**src/rtl/car_scheduler.sv**
```systemverilog
// car_scheduler
//   Frame-paced draw scheduler for a set of car controllers. A stage begins on
//   start_stage. Once per animation frame the scheduler walks the cars in index
//   order and grants a one-cycle draw slot to each car that is alive and
//   waiting. It then waits for that car to finish drawing before it moves to
//   the next index. The stage ends when every car reports destroyed.
//
//   Optional build macro: SCHED_TIMEOUT_EN adds a watchdog that abandons a car
//   after TIMEOUT_TICKS cycles in SERVICE and sets the sticky svc_timeout flag.
//   Without the macro, SERVICE waits indefinitely and svc_timeout is tied low.
//
// Ports
//   clk                  system clock, rising edge
//   resetn               synchronous active-low reset
//   start_stage          begin a stage (sampled only in IDLE)
//   car_draw_wait[N]     per-car "idle, awaiting draw grant"
//   car_destroyed_state[N] per-car destroyed status
//   initiate             stage-active level broadcast to all cars
//   enable_draw[N]       one-hot, one-cycle draw grant
//   stage_done           one-cycle pulse when all cars are destroyed
//   busy                 high in every state except IDLE
//   cars_left[4]         registered count of cars still alive
//   frame_overrun        sticky: a frame boundary arrived while one was pending
//   svc_timeout          sticky watchdog flag (SCHED_TIMEOUT_EN builds only)
//
// State table
//   IDLE       | waiting for start_stage, everything quiet
//   LAUNCH     | one cycle: raise initiate, clear frame/overrun/timeout state
//   FRAME_WAIT | waiting for the next frame boundary
//   SCAN       | test car idx; skip it or grant it
//   GRANT      | one-cycle enable_draw to car idx
//   SERVICE    | wait for car idx to take and finish its draw
//   DONE       | one-cycle stage_done, initiate dropped

module car_scheduler #(
  parameter int NUM_CARS      = 4,
  parameter int FRAME_TICKS   = 833333,
  parameter int TIMEOUT_TICKS = 4096
) (
  input  logic                clk,
  input  logic                resetn,
  input  logic                start_stage,
  input  logic [NUM_CARS-1:0] car_draw_wait,
  input  logic [NUM_CARS-1:0] car_destroyed_state,
  output logic                initiate,
  output logic [NUM_CARS-1:0] enable_draw,
  output logic                stage_done,
  output logic                busy,
  output logic [3:0]          cars_left,
  output logic                frame_overrun,
  output logic                svc_timeout
);

  localparam int IDX_W = (NUM_CARS > 1) ? $clog2(NUM_CARS) : 1;
  localparam int FRM_W = $clog2(FRAME_TICKS);
  localparam logic [IDX_W-1:0] LAST_IDX = IDX_W'(NUM_CARS - 1);
  localparam logic [FRM_W-1:0] FRM_LAST = FRM_W'(FRAME_TICKS - 1);

  typedef enum logic [2:0] {
    IDLE,
    LAUNCH,
    FRAME_WAIT,
    SCAN,
    GRANT,
    SERVICE,
    DONE
  } state_t;

  state_t           state, state_n;
  logic [IDX_W-1:0] idx, idx_n;
  logic [FRM_W-1:0] frame_cnt;
  logic             frame_pending;
  logic             frame_run;
  logic             frame_tc;
  logic             pending_clr;
  logic             svc_fell, svc_fell_n;
  logic             svc_expired;
  logic             all_destroyed;
  logic             cur_wait;
  logic             cur_dead;
  logic             adv;
  logic [3:0]       alive_cnt;

  assign all_destroyed = &car_destroyed_state;
  assign cur_wait      = car_draw_wait[idx];
  assign cur_dead      = car_destroyed_state[idx];

  // The frame counter is held in IDLE and DONE. LAUNCH reloads it, so it counts
  // in every other state.
  assign frame_run = (state != IDLE) && (state != DONE) && (state != LAUNCH);
  assign frame_tc  = frame_run && (frame_cnt == FRM_LAST);

  assign initiate   = (state != IDLE) && (state != DONE);
  assign busy       = (state != IDLE);
  assign stage_done = (state == DONE);

  always_comb begin
    enable_draw = '0;
    if (state == GRANT) enable_draw[idx] = 1'b1;
  end

  always_comb begin
    alive_cnt = '0;
    for (int i = 0; i < NUM_CARS; i++)
      alive_cnt = alive_cnt + {3'b000, ~car_destroyed_state[i]};
  end

  // Watchdog: counts SERVICE cycles. It expires on the TIMEOUT_TICKS-th
  // cycle spent with one car.
`ifdef SCHED_TIMEOUT_EN
  localparam int TMO_W = $clog2(TIMEOUT_TICKS + 1);
  localparam logic [TMO_W-1:0] TMO_LAST = TMO_W'(TIMEOUT_TICKS - 1);

  logic [TMO_W-1:0] svc_cnt;
  logic             svc_timeout_q;

  assign svc_expired = (state == SERVICE) && (svc_cnt == TMO_LAST);
  assign svc_timeout = svc_timeout_q;

  always_ff @(posedge clk) begin
    if (!resetn) begin
      svc_cnt       <= '0;
      svc_timeout_q <= 1'b0;
    end else begin
      if (state == LAUNCH)  svc_timeout_q <= 1'b0;
      else if (svc_expired) svc_timeout_q <= 1'b1;
      if (state == SERVICE) svc_cnt <= svc_cnt + 1'b1;
      else                  svc_cnt <= '0;
    end
  end
`else
  assign svc_expired = 1'b0;
  assign svc_timeout = 1'b0;
`endif

  always_comb begin
    state_n     = state;
    idx_n       = idx;
    svc_fell_n  = svc_fell;
    pending_clr = 1'b0;
    adv         = 1'b0;

    unique case (state)
      IDLE: begin
        if (start_stage) state_n = LAUNCH;
      end
      LAUNCH: begin
        idx_n   = '0;
        state_n = FRAME_WAIT;
      end
      FRAME_WAIT: begin
        if (frame_pending) begin
          pending_clr = 1'b1;
          idx_n       = '0;
          state_n     = SCAN;
        end
      end
      SCAN: begin
        if (cur_dead || !cur_wait) adv = 1'b1;
        else                       state_n = GRANT;
      end
      GRANT: begin
        svc_fell_n = 1'b0;
        state_n    = SERVICE;
      end
      SERVICE: begin
        // A car is finished once it has dropped draw_wait and then either
        // raised it again or been destroyed.
        if (!svc_fell) begin
          if (!cur_wait) svc_fell_n = 1'b1;
        end else if (cur_wait || cur_dead) begin
          adv = 1'b1;
        end
        if (svc_expired) adv = 1'b1;
      end
      DONE: begin
        state_n = IDLE;
      end
      default: state_n = IDLE;
    endcase

    // Moving past the last index ends the frame. The stage ends too if no car
    // is left alive.
    if (adv) begin
      if (idx == LAST_IDX) begin
        idx_n   = '0;
        state_n = all_destroyed ? DONE : FRAME_WAIT;
      end else begin
        idx_n   = idx + 1'b1;
        state_n = SCAN;
      end
    end
  end

  always_ff @(posedge clk) begin
    if (!resetn) begin
      state         <= IDLE;
      idx           <= '0;
      svc_fell      <= 1'b0;
      frame_cnt     <= '0;
      frame_pending <= 1'b0;
      frame_overrun <= 1'b0;
      cars_left     <= 4'(NUM_CARS);
    end else begin
      state     <= state_n;
      idx       <= idx_n;
      svc_fell  <= svc_fell_n;
      cars_left <= alive_cnt;

      if (state == LAUNCH) begin
        frame_cnt     <= '0;
        frame_pending <= 1'b0;
        frame_overrun <= 1'b0;
      end else if (frame_run) begin
        frame_cnt <= frame_tc ? '0 : frame_cnt + 1'b1;
        // A new boundary wins over a same-cycle clear, so no frame is lost.
        if (frame_tc) begin
          frame_pending <= 1'b1;
          if (frame_pending) frame_overrun <= 1'b1;
        end else if (pending_clr) begin
          frame_pending <= 1'b0;
        end
      end
    end
  end

endmodule

```
**config.mk**
```make
export PLATFORM = sky130hd
export DESIGN_NAME = car_scheduler
export DESIGN_NICKNAME = d
export VERILOG_FILES = /design/src/rtl/car_scheduler.sv
export SDC_FILE = /design/constraint.sdc
export NUM_CORES = 1
export LEC_CHECK = 0
export CAP_MARGIN = 20
export CORE_ASPECT_RATIO = 1.5
export CORE_UTILIZATION = 45
export DETAILED_ROUTE_END_ITERATION = 7
export GPL_ROUTABILITY_DRIVEN = 0
export GPL_TIMING_DRIVEN = 0
export PLACE_DENSITY = 0.74
export REMOVE_ABC_BUFFERS = 1
export SYNTH_ARGS = -nofsm -noshare
export SYNTH_HDL_FRONTEND = slang
export SYNTH_SLANG_ARGS = --single-unit
export TNS_END_PERCENT = 100
```
**constraint.sdc**
```tcl
create_clock -name clk -period 2.1 [get_ports clk]
set_input_delay 0.21 -clock clk [delete_from_list [all_inputs] [get_ports clk]]
set_output_delay 0.21 -clock clk [all_outputs]
set_load 0.01 [all_outputs]
```
==> flow_metrics.tcl, run 1 <==
set metrics [dict create \
    p_leak_nw 0.7523 \
    crit_path_cell_trace "or3_1, a21boi_0, clkdlybuf4s50_1" \
    hpwlAfterDp_um 2319 \
    place_ws_ns 0.04347 \
    yosysMostFrequentCell "dfxtp_1" \
    skew_ns 0.004849 \
    firstDrtPassIters 4 \
    drive_above_1_share_pct 10.00 \
    clockRootBuffer "clkbuf_8" \
    synth_area_leaders "dfxtp_1 36%, xor2_1 7.1%, ha_1 6.5%" \
    numClockSinks 31 \
    rows 27 \
    r2r_cells 5 \
    fin_util_pct 54.64 \
    min_from "frame_overrun" \
    slew_viol_final 0 \
    synthArstFlopShare_pct 0 \
    setup_viol 0 \
    reg2reg_to "frame_cnt[10]" \
    cp_max_fo 10 \
    vias_per_cell 5.296 \
    die_y_um 77.81 \
    rrSetupSlack_ns 0.17 \
    wirelength_um 3174 \
    setup_ws_ns 0.1412 \
    worstSkewPairLatency_ns 0.28 \
    dieArea_um2 4088 \
    grt_pass1_wl_um 5630 \
    syn_area_um2 1724 \
    cp.required_ns 1.89 \
    worstMarginPinSlew_ns 0.5571 \
    synthFlopType "dfxtp_1" \
    antenna_found_initial 0 \
    period_share_pct 93.28 \
    yosys.area.top_type_share_pct 35.99 \
    maxCapViolations 0 \
    p_per_area_nw_per_um2 615.9 \
    ys_seq_area_share_pct 35.99 \
    min_delay_path_depth 2 \
    worstPathArrival_ns 1.75 \
    ir_drop_v 0.0004363 \
    r2r_start "state[0]" \
    finalSetupTns_ns 0 \
    wl_per_cell_um 12.55 \
    ys_types 43 \
    fin_crit_ns 1.959 \
    rsz0062_at_grt "no" \
    timing.fmax_mhz 510.5 \
    path_buf_inv 1 \
    synth_edf_count 0 \
    cts_tree "done" \
    path_class "reg2out" \
    slowest_delay_ns 0.57 \
    cp-start-kind "flip-flop" \
    cts.clk_slew.worst_paths_ns 0.07 \
    grt_max_degree 19 \
    synth_cells 189 \
    start_util_pct 46.82 \
    htree_levels 2 \
    outcome "finished, final reports clean" \
    yosysWarnings 0 \
    pin_count 24 \
    remaining_drc_errors 0 \
    cts.path.max_buffers 2 \
    crit_family "buffers and inverters" \
    fillers 336 \
    dieWidth_um 52.54 \
    cts_inserted_buffers 5 \
    syn_to_final_growth_pct 16.69 \
    vias 1340 \
    gr-total-overflow 0 \
    drt_first_iter_violations 25 \
    fin_nets 230 \
    ys_seq_elements 31 \
    endpoint_kind "output port" \
    io_buffers 21 \
    grt_pass1_vias 1327 \
    core_area_um2 3682 \
    hold_path.class "reg2reg" \
    hold_viol 0 \
    slew-limit-headroom_pct 62.70 \
    grt_usage_pct 18.84 \
    cpMaxStageDelayCell "clkdlybuf4s50_1" \
    synth.avg_cell_area_um2 9.123 \
    diodes 0 \
    min_to "frame_overrun" \
    cts_setup_buffers 0 \
    ant_nets 0 \
    yosys.area.top_type "dfxtp_1" \
    synth_commonest_cells "31 x dfxtp_1, 25 x nor2_1, 14 x xor2_1" \
]
flip-flops by register name, indices dropped and copies added, names as in the netlist:
signal,count
frame_pending,1
cars_left,3
frame_overrun,1
svc_fell,1
frame_cnt,20
state,3
idx,2
cell usage in the layout (no fill, tap or decap), types with 3 or more instances in the layout:
cell              n
a21oi_1           6
and2_1            3
and3_1           10
clkbuf_8          5
clkdlybuf4s50_1  21
clkinv_2          3
dfxtp_1          29
ha_1              9
inv_1             8
nand2_1           9
nand2b_1          4
nand3_1          11
nand4_1           5
nor2_1           25
nor2b_1           4
o21ai_0           7
xnor2_1           4
xor2_1           14
repair_timing:
action                     4_1_cts  5_1_grt
hold buffers                     0        0
gates resized for setup          1        2
setup endpoints to repair        1       20
layer usage:
layer	track usage [%]	vias to the layer above	routed length [um]	part of all wire [%]
met5	0	-	0	0
met4	11.05	0	96	3.0
met3	4.118	9	99	3.1
met2	32.91	26	1644	52
met1	19.56	618	1334	42
li1	-	687	-	-
where the power goes:
part	switching [mW]	internal, mW	total [mW]
clock	0.229	0.226	0.455
sequential	0.0202	0.604	0.624
combinational	0.0775	0.0822	0.160
total	0.326	0.913	1.24
worst max path at each step:
stage                                to      from  slack (ns)  cells after the start
after floorplan                state[2]    idx[0]        0.42                      4
after global routing           initiate  state[0]       0.007                      3
after global placement     frame_cnt[4]  state[2]        0.06                      5
after CTS                 frame_cnt[10]  state[2]        0.01                      5
final                          initiate  state[0]        0.14                      3
after detailed placement   frame_cnt[4]  state[2]        0.04                      5
metrics by stage:
step / std cells / area (um2) / hold WS [ns] / total power, mW
floorplan: 181 / 1660 / 0.2830 / 0.7237
global placement: 245 / 1924 / 0.4688 / 0.7959
detailed placement: 245 / 1924 / 0.4843 / 0.7976
CTS: 253 / 2009 / 0.5002 / 1.263
global route: 253 / 2012 / 0.5543 / 1.308
finish: 253 / 2012 / 0.5042 / 1.239
worst min-delay path: cells and delay by family (launching register included):
family           cells  cell delay, ns
AND/OR/NAND/NOR      1            0.07
AO/OA/AOI/OAI        1            0.05
flip-flops           1            0.35
area by class of cell:
cell class | instances | area [um2] | area share (%)
Inverter | 8 | 30.03 | 1.493
Tap cell | 43 | 53.80 | 2.674
Clock inverter | 3 | 15.01 | 0.7463
Clock buffer | 5 | 68.82 | 3.420
Timing Repair Buffer | 21 | 210.2 | 10.45
Multi-Input combinational cell | 142 | 1011 | 50.25
Sequential cell | 31 | 623.1 | 30.97
cells by family after synthesis:
kind of cell | share of synthesized area, %
buffers and inverters | 5.660
flip-flops | 35.99
AO/OA/AOI/OAI | 9.942
adder cells (fa/ha/maj) | 7.692
XOR/XNOR | 9.144
multiplexers | 2.830
AND/OR/NAND/NOR | 28.52
other | 0.2175
Note: power is estimated with default switching activity, not from simulation.
==> inputs of run 2 (changes only) <==
SLEW_MARGIN = 20   (was default)
==> results of run 2 <==
Same layout as run 1: the final DEF is identical, and so are final timing and power.
